**config.mk**
```make
export PLATFORM = sky130hd
export DESIGN_NAME = dbus_cmd_master
export DESIGN_NICKNAME = d
export VERILOG_FILES = /design/src/rtl/dbus_cmd_pkg.sv /design/src/rtl/dbus_cmd_master.sv
export SDC_FILE = /design/constraint.sdc
export NUM_CORES = 1
export LEC_CHECK = 0
export CORE_MARGIN = 5
export CORE_UTILIZATION = 56
export CTS_CLUSTER_DIAMETER = 30
export DETAILED_ROUTE_END_ITERATION = 7
export GPL_TIMING_DRIVEN = 0
export PLACE_DENSITY = 0.95
export REMOVE_ABC_BUFFERS = 1
export SYNTH_ARGS = -nofsm -noshare
export SYNTH_HDL_FRONTEND = slang
export SYNTH_SLANG_ARGS = --single-unit
```
**constraint.sdc**
```tcl
create_clock -name clk -period 6.94 [get_ports clk]
set_input_delay 1.388 -clock clk [delete_from_list [all_inputs] [get_ports clk]]
set_output_delay 1.388 -clock clk [all_outputs]
set_load 0.05 [all_outputs]
```
**src/rtl/dbus_cmd_pkg.sv**
```systemverilog
// Shared constants and state encoding for the byte-stream-driven data bus master.
// Opcodes, reply codes and bus size are fixed by the host protocol.
package dbus_cmd_pkg;

    localparam logic [7:0] OP_WRITE       = 8'h57;
    localparam logic [7:0] OP_READ        = 8'h52;
    localparam logic [7:0] ACK            = 8'h06;
    localparam logic [7:0] NAK            = 8'h15;
    localparam logic [1:0] DBUS_SIZE_WORD = 2'b10;

    typedef enum logic [2:0] {
        IDLE,
        ADDR,
        DATA,
        CMD,
        WAIT_RSP,
        TXD,
        STAT
    } state_t;

endpackage

```
**src/rtl/dbus_cmd_master.sv**
```systemverilog
// Parses 'W'/'R' word commands from a byte stream, runs them on the simple data bus, replies on a byte stream.
// Latency: cmd_valid the cycle after the last command byte; reply bytes held until out_ready; in_ready low while busy.
module dbus_cmd_master
    import dbus_cmd_pkg::*;
#(
    parameter int WL           = 32,
    parameter int BYTE_TIMEOUT = 1000000,
    parameter int RSP_TIMEOUT  = 1024
) (
    input  logic          clk,
    input  logic          reset,
    input  logic [7:0]    in_data,
    input  logic          in_valid,
    output logic          in_ready,
    output logic [7:0]    out_data,
    output logic          out_valid,
    input  logic          out_ready,
    output logic          dbus_cmd_valid,
    input  logic          dbus_cmd_ready,
    output logic          dbus_cmd_wr,
    output logic [WL-1:0] dbus_cmd_address,
    output logic [WL-1:0] dbus_cmd_data,
    output logic [1:0]    dbus_cmd_size,
    input  logic          dbus_rsp_ready,
    input  logic          dbus_rsp_error,
    input  logic [WL-1:0] dbus_rsp_data,
    output logic          busy
);

    localparam int CNT_MAX = (BYTE_TIMEOUT > RSP_TIMEOUT) ? BYTE_TIMEOUT : RSP_TIMEOUT;
    localparam int CW      = $clog2(CNT_MAX + 1);
    localparam logic [CW-1:0] BYTE_LOAD = CW'(BYTE_TIMEOUT - 1);
    localparam logic [CW-1:0] RSP_LOAD  = CW'(RSP_TIMEOUT - 1);

    state_t         r_state;
    logic [CW-1:0]  r_cnt;
    logic [1:0]     r_idx;
    logic           r_wr;
    logic [WL-1:0]  r_addr;
    logic [WL-1:0]  r_data;
    logic [WL-1:0]  r_rdata;
    logic [7:0]     r_status;
    logic           r_in_ready;
    logic           r_out_valid;
    logic [7:0]     r_out_data;
    logic           r_cmd_valid;
    logic           r_busy;

    logic w_in_fire;
    logic w_out_fire;
    logic w_cmd_fire;

    assign w_in_fire  = in_valid && r_in_ready;
    assign w_out_fire = r_out_valid && out_ready;
    assign w_cmd_fire = r_cmd_valid && dbus_cmd_ready;

    // One down-counter times both the inter-byte gap and the read response wait.
    always_ff @(posedge clk or posedge reset) begin
        if (reset) begin
            r_state     <= IDLE;
            r_cnt       <= '0;
            r_idx       <= '0;
            r_wr        <= 1'b0;
            r_addr      <= '0;
            r_data      <= '0;
            r_rdata     <= '0;
            r_status    <= 8'h00;
            r_in_ready  <= 1'b0;
            r_out_valid <= 1'b0;
            r_out_data  <= 8'h00;
            r_cmd_valid <= 1'b0;
            r_busy      <= 1'b0;
        end else begin
            case (r_state)
                IDLE: begin
                    r_in_ready <= 1'b1;
                    r_busy     <= 1'b0;
                    if (w_in_fire) begin
                        r_idx  <= '0;
                        r_cnt  <= BYTE_LOAD;
                        r_busy <= 1'b1;
                        if (in_data == OP_WRITE || in_data == OP_READ) begin
                            r_wr    <= (in_data == OP_WRITE);
                            r_state <= ADDR;
                        end else begin
                            r_status    <= NAK;
                            r_out_data  <= NAK;
                            r_out_valid <= 1'b1;
                            r_in_ready  <= 1'b0;
                            r_state     <= STAT;
                        end
                    end
                end
                ADDR: begin
                    if (w_in_fire) begin
                        r_cnt <= BYTE_LOAD;
                        r_idx <= r_idx + 2'd1;
                        if (r_idx == 2'd3) begin
                            // Last byte: low address bits are dropped so the bus only sees word addresses.
                            r_addr <= {in_data, r_addr[WL-1:10], 2'b00};
                            if (r_wr) begin
                                r_state <= DATA;
                            end else begin
                                r_cmd_valid <= 1'b1;
                                r_in_ready  <= 1'b0;
                                r_state     <= CMD;
                            end
                        end else begin
                            r_addr <= {in_data, r_addr[WL-1:8]};
                        end
                    end else if (r_cnt == '0) begin
                        r_busy  <= 1'b0;
                        r_state <= IDLE;
                    end else begin
                        r_cnt <= r_cnt - CW'(1);
                    end
                end
                DATA: begin
                    if (w_in_fire) begin
                        r_cnt  <= BYTE_LOAD;
                        r_idx  <= r_idx + 2'd1;
                        r_data <= {in_data, r_data[WL-1:8]};
                        if (r_idx == 2'd3) begin
                            r_cmd_valid <= 1'b1;
                            r_in_ready  <= 1'b0;
                            r_state     <= CMD;
                        end
                    end else if (r_cnt == '0) begin
                        r_busy  <= 1'b0;
                        r_state <= IDLE;
                    end else begin
                        r_cnt <= r_cnt - CW'(1);
                    end
                end
                CMD: begin
                    if (w_cmd_fire) begin
                        r_cmd_valid <= 1'b0;
                        if (r_wr) begin
                            r_status    <= ACK;
                            r_out_data  <= ACK;
                            r_out_valid <= 1'b1;
                            r_state     <= STAT;
                        end else begin
                            r_cnt   <= RSP_LOAD;
                            r_state <= WAIT_RSP;
                        end
                    end
                end
                WAIT_RSP: begin
                    // A response on the expiry cycle still wins over the timeout.
                    if (dbus_rsp_ready) begin
                        r_rdata     <= {8'h00, dbus_rsp_data[WL-1:8]};
                        r_out_data  <= dbus_rsp_data[7:0];
                        r_status    <= dbus_rsp_error ? NAK : ACK;
                        r_out_valid <= 1'b1;
                        r_idx       <= '0;
                        r_state     <= TXD;
                    end else if (r_cnt == '0) begin
                        r_rdata     <= '0;
                        r_out_data  <= 8'h00;
                        r_status    <= NAK;
                        r_out_valid <= 1'b1;
                        r_idx       <= '0;
                        r_state     <= TXD;
                    end else begin
                        r_cnt <= r_cnt - CW'(1);
                    end
                end
                TXD: begin
                    if (w_out_fire) begin
                        r_idx <= r_idx + 2'd1;
                        if (r_idx == 2'd3) begin
                            r_out_data <= r_status;
                            r_state    <= STAT;
                        end else begin
                            r_out_data <= r_rdata[7:0];
                            r_rdata    <= {8'h00, r_rdata[WL-1:8]};
                        end
                    end
                end
                STAT: begin
                    if (w_out_fire) begin
                        r_out_valid <= 1'b0;
                        r_in_ready  <= 1'b1;
                        r_busy      <= 1'b0;
                        r_state     <= IDLE;
                    end
                end
                default: begin
                    r_state <= IDLE;
                end
            endcase
        end
    end

    assign in_ready         = r_in_ready;
    assign out_valid        = r_out_valid;
    assign out_data         = r_out_data;
    assign dbus_cmd_valid   = r_cmd_valid;
    assign dbus_cmd_wr      = r_wr;
    assign dbus_cmd_address = r_addr;
    assign dbus_cmd_data    = r_data;
    assign dbus_cmd_size    = DBUS_SIZE_WORD;
    assign busy             = r_busy;

endmodule

```
Word-level counts from Yosys, hierarchy flattened. Index checks and enable logic that the tools add are counted.

$add $sub $neg: 2. Equal/unequal tests: 30. Mux-type cells: 76. Reduce and logical (&&, ||, !) cells: 29.

Operators by type and width (number): 32-bit 2-to-1 mux (4); 20-bit 2-to-1 mux (6); 8-bit 2-to-1 mux (10); 20-bit case mux with 4 select lines (1); 32-bit case mux with 2 select lines (1); 3-bit 2-to-1 mux (13); 2-bit != test, second input constant (16); 8-bit case mux with 4 select lines (1); 7-bit AND reduction (4); 1-bit 2-to-1 mux (25); 8-bit case mux with 3 select lines (1); 3-bit case mux with 7 select lines (1); 20-bit zero test (1); 4-bit nonzero test (5); 20-bit by 1-bit subtractor with 20-bit output, second input constant (1); 8-bit by 7-bit == test with 1-bit output, second input constant (2); 2-bit 2-to-1 mux (7); 5-bit AND reduction (2); 3-bit == test, second input constant (3); 3-bit != test, second input constant (3); 3-bit nonzero test (3); 1-bit case mux with 4 select lines (2); 2-bit case mux with 4 select lines (1); 4-bit AND reduction (2); other kinds (16) (22).

Flip-flop bits (word level): 142. Bits of input ports: 47. Logic and storage cells: 150.

Depth between registers and ports, before layout.
Depth in word-level cells: 5. Mapped depth: 8. Gate-level depth less buffers: 7.

Worst setup path before layout. Ideal clock, no wire load.

Path kind: input -> register. From: in dbus_rsp_ready. To: reg r_rdata[10]. Data arrival time: 2.809 ns. Required time: 6.815 ns. Path slack: 4.006 ns. Stages on the path: 4. Path buffers: 1. Cells stage by stage: or4b_1 > o22ai_2 > buf_2 > mux2_2.

Cells in the longest elaborated chain, start to end: 2.

RTL lines: start, declared (RTL line dbus_cmd_master.sv:24) `input logic dbus_rsp_ready,`; 3-bit != test (no line) / 32-bit 2-to-1 mux (equally long branches); 4-bit AND reduction (no line) / 32-bit case mux with 2 select lines (equally long branches); end signal, assigned (RTL line dbus_cmd_master.sv:152) `r_rdata <= {8'h00, dbus_rsp_data[WL-1:8]};`; end signal, assigned (RTL line dbus_cmd_master.sv:177) `r_rdata <= {8'h00, r_rdata[WL-1:8]};`; end, declared (RTL line dbus_cmd_master.sv:41) `logic [WL-1:0] r_rdata;`.

Several ways; a longest one is shown, not always the timed one. A chain may end at the register's enable or synchronous reset.

Final worst setup path.
From: in dbus_rsp_ready. To: reg r_rdata[6].

Same word-level chain as after synthesis.

==> flow_results.org <==
** CTS
- TritonCTS clock tree :: done
- Post-CTS resize count :: 0
- Sink count of the clock tree :: 129
- Buffers inserted during clock tree synthesis total 17.
- Clock latency of the later-clocked register in the worst-skew pair :: ~420 ps
- Buffer levels on the longest clock path :: 2
- Hold-fix buffer count after cts :: 0
- Clock edge transition at the registers on the reported setup and hold paths :: approximately 60 ps
- The root buffer cell chosen for the clock tree is sky130_fd_sc_hd__clkbuf_16.
- The clock tree synthesis step divided the H-tree into 4 levels.
- Number of buffers inserted to repair setup after CTS :: 0

** Placement
- In this run the cell area measured after placement is 7620 sq um.
- Dpl cells :: approximately 800
- Before CTS, the worst setup slack after placement is between 2000 and 3000 ps.
- Input and output buffers added on the ports amount to between 100 and 150.
- Final RePlAce weighted congestion :: around 0.9
- Detailed placer's ending HPWL :: ~11 mm

** Pwr
- The share of total power dissipated in combinational logic is 0.036.
- Largest vdd supply drop :: between 0.00015 and 0.0002 V
- The analysis attributes to net switching a power of between 0.3 and 0.4 mW.
- Switching share of power :: 0.221
- Power Dens Cells :: between 200 and 250 nW/um^2
- The share of total power dissipated in the clock network is 0.520.
- Cell-internal power :: about 1.3 mW
- For this design the static power due to leakage is 3.85 nW.
- Sequential Power Share :: 0.444

** Logic synthesis
- Of the total synthesized cell area, the portion taken by full adders, half adders and majority gates is 0.00752.
- sky130_fd_sc_hd__dfrtp_1 takes more of the synthesized area than any other cell.
- For this run, asynchronously set or reset flops after synthesis account for 1.00.
- Synthesis inferred about 130 register bits.
- Portion of netlist area occupied by mux cells :: 0.176
- After synthesis, the largest family of logic cells by area is multiplexers.
- Basic-gate share of the synthesized area counting and, or, nand and nor cells :: 0.118
- The compound-cell area share of the yosys netlist came to 0.146.
- Most instantiated flip-flop cell in the synthesis netlist :: sky130_fd_sc_hd__dfrtp_1
- The share of the Yosys chip area taken by registers is 0.510.
- After synthesis the cells add up to about 6300 sq um.
- Of the total synthesized cell area, the portion taken by XOR and XNOR cells is 0.00416.
- Count of mapped cells out of synthesis :: approximately 560
- Area share of the largest cell type after synthesis :: 0.510
- Distinct cell type count of the synthesized netlist :: 74
- Averaged over all synthesized cells, the footprint is 11.3 sq um.
- Yosys warning count :: 0
- Cells taking the most area after synthesis :: sky130_fd_sc_hd__dfrtp_1, sky130_fd_sc_hd__mux2_2, sky130_fd_sc_hd__o21ai_0
- Counting flops with a built-in enable in the synthesized netlist gives 0.

** GRT
- The via count of the first global-routing pass is 5477.
- For this run, the total global-route usage over all layers was measured as 0.271.
- Initial antenna violation count :: 0
- Total overflow reported by the global router :: 0
- Wire length of the first global-routing pass :: around 28 mm
- Pin count of the biggest net entering global routing :: 100

** Detailed routing
- In this run the remaining antenna-violating nets after routing total 0.
- Vias post-DR :: 5345
- The first TritonRoute pass finished after 6 iterations.
- The final layout contains routed wiring with a total length of 17.7 mm.
- Via-per-instance ratio :: approximately 6.5
- In the final routed layout, each cell accounts on average for 21.4 um.
- DRC violation count after routing :: 0
- The detailed router finished its first iteration with 550 violations.

** Job
- Total of max-cap violations :: 0

** Setup path
- Startpoint type of the worst setup path :: input port
- Register-to-register path setup slack :: ~3700 ps
- STA puts the critical path data required time at between 7000 and 8000 ps.
- The worst setup path is captured at a flop.
- Type of the setup path with the least slack :: input port to flop
- Crit-path max FO :: 24
- Worst endpoint data arrival time :: just over 4000 ps
- Launching point of the worst reg2reg path :: r_state[1]$_DFFE_PP0P_
- Crit path from :: dbus_rsp_ready

** Timing
- The clock arrives with about 8.9 ps of skew.
- In this run the tightest slew margin relative to its limit is 0.0641.
- The number of max-slew violations in the final report came to 0.
- Slew at the pin closest to its max-slew limit :: around 1400 ps
- Final WS setup :: roughly 3200 ps
- The number of hold-slack violations in the final timing report is 0.
- Fmax achieved :: about 270 MHz
- Share of the clock period used by the worst path :: 0.539
- Setup repair after global routing left no endpoint under its margin.
- Summed over all failing endpoints, the final setup total negative slack is 0 ps.
- Finish-stage setup viols :: 0
- Fin crit period :: approximately 3700 ps

** Floorplanning
- Core Rows :: 38
- The initial utilization of the core area, before any placement, comes to 0.578.
- The floorplan step defined a core boundary enclosing roughly 11000 sq um.
- In this run the count of I/O pins placed on the die edge is approximately 130.
- Width of the die :: about 120 um
- The die is 116 um tall.
- The floorplan step defined a die boundary enclosing roughly 14000 sq um.

** Final layout
- The finished cells cover about 8200 sq um.
- Ratio of cells with drive above 1 in the final layout :: 0.205
- N_diodes :: 0
- Net count, final :: 725
- Synthesis-to-layout area growth :: 29.6%
- Number of standard cells in the final layout excluding fillers :: approximately 830

** Status
- Run status :: finished, final reports clean

** Min path
- Path type of the worst min-delay path :: flop to flop
- Worst Hold Launch :: dbus_cmd_address[0]$_DFFE_PP0P_
cell usage after synthesis, drive strengths merged, types with 3 or more instances:
| cell type | n |
|---|---|
| or4 | 3 |
| or2 | 6 |
| nor2b | 4 |
| mux2 | 88 |
| a21boi | 3 |
| nand2b | 4 |
| nor2 | 27 |
| clkbuf | 12 |
| and2 | 4 |
| nand3 | 10 |
| o21a | 3 |
| o21ai | 34 |
| nor3 | 13 |
| a22oi | 3 |
| a221o | 3 |
| or3 | 6 |
| nand2 | 43 |
| o22ai | 3 |
| o31ai | 5 |
| nor4 | 4 |
| a2bb2oi | 4 |
| dfrtp | 129 |
| a22o | 14 |
| a21o | 5 |
| a21oi | 24 |
| buf | 18 |
| ha | 3 |
| o311ai | 3 |
| a31oi | 11 |
| nand4 | 5 |
| o211ai | 6 |
| mux2i | 9 |
| inv | 19 |
worst max-delay path, stage by stage:
cell and delay [ps]:
sky130_fd_sc_hd__clkdlybuf4s50_1 480, sky130_fd_sc_hd__or4b_1 580, sky130_fd_sc_hd__o22ai_2 1130, sky130_fd_sc_hd__mux2_2 440
worst paths after layout:
path                            depth (start not counted)                         endpoint
worst max-delay path                                    4           r_rdata[6]$_DFFE_PP0P_
min in group asynchronous                               2    dbus_cmd_data[17]$_DFFE_PP0P_
max in group asynchronous                               3  dbus_cmd_address[7]$_DFFE_PP0P_
worst min register to register                          2  dbus_cmd_address[0]$_DFFE_PP0P_
worst min-delay path                                    2  dbus_cmd_address[0]$_DFFE_PP0P_
worst max register to register                          4           r_rdata[6]$_DFFE_PP0P_
placed cells by master, fill, tap and decap left out, types with 6 or more instances in the layout:
| master | instances |
|---|---|
| sky130_fd_sc_hd__inv_1 | 18 |
| sky130_fd_sc_hd__clkdlybuf4s50_1 | 123 |
| sky130_fd_sc_hd__or3_1 | 6 |
| sky130_fd_sc_hd__o21ai_0 | 34 |
| sky130_fd_sc_hd__mux2_2 | 80 |
| sky130_fd_sc_hd__a31oi_1 | 11 |
| sky130_fd_sc_hd__dfrtp_1 | 129 |
| sky130_fd_sc_hd__a22o_1 | 13 |
| sky130_fd_sc_hd__mux2i_1 | 9 |
| sky130_fd_sc_hd__a21oi_1 | 23 |
| sky130_fd_sc_hd__nand3_1 | 10 |
| sky130_fd_sc_hd__mux2_4 | 8 |
| sky130_fd_sc_hd__nor2_1 | 26 |
| sky130_fd_sc_hd__nand2_1 | 42 |
| sky130_fd_sc_hd__clkbuf_16 | 17 |
| sky130_fd_sc_hd__o211ai_1 | 6 |
| sky130_fd_sc_hd__nor3_1 | 13 |
power by group through the flow:
stage,sequential [mW],combinational [mW],clock [mW]
3_5_place_dp,0.766,0.0594,0
4_1_cts,0.752,0.0607,0.884
5_1_grt,0.752,0.0656,0.919
3_3_place_gp,0.766,0.0547,0
2_1_floorplan,0.766,0.0214,0
6_report,0.752,0.0604,0.881
logic make-up (layout without fill, tap and decap cells):
kind of cell	after synthesis	in the layout
compound gates	135	135
xor+xnor	3	3
fa+ha+maj	4	4
buf+inv	49	176
flops	129	129
mux	97	97
other cells	2	2
simple gates	142	142
per-stage QoR:
stage	hold slack, ps	total power, mW	util
after CTS	503	1.70	0.749
final	501	1.69	0.750
after global placement	444	0.821	0.692
after detailed placement	461	0.825	0.697
after global routing	530	1.74	0.750
after floorplan	433	0.787	-
area by class of cell:
type | instances | area [sq um]
well taps | 140 | 175
repair buffers | 125 | 1270
multi-input cells | 383 | 2870
clock buffers | 19 | 443
inverters | 19 | 76.3
fillers | 653 | 2740
flip-flops and latches | 129 | 3230
clock inverters | 13 | 134
per-layer routing:
layer / global-route usage / routed length, um
met1: 0.319 / 6500
met2: 0.477 / 9160
met3: 0.0565 / 1280
met4: 0.119 / 783
met5: 0 / 0
state kept, by name, indices dropped and copies added (netlist names):
register	cells
dbus_cmd_valid	1
r_cnt	20
r_rdata	24
dbus_cmd_data	32
out_data	8
dbus_cmd_address	32
out_valid	1
busy	1
in_ready	1
dbus_cmd_wr	1
r_state	3
r_status	3
r_idx	2
Note: power is estimated with default switching activity, not from simulation.
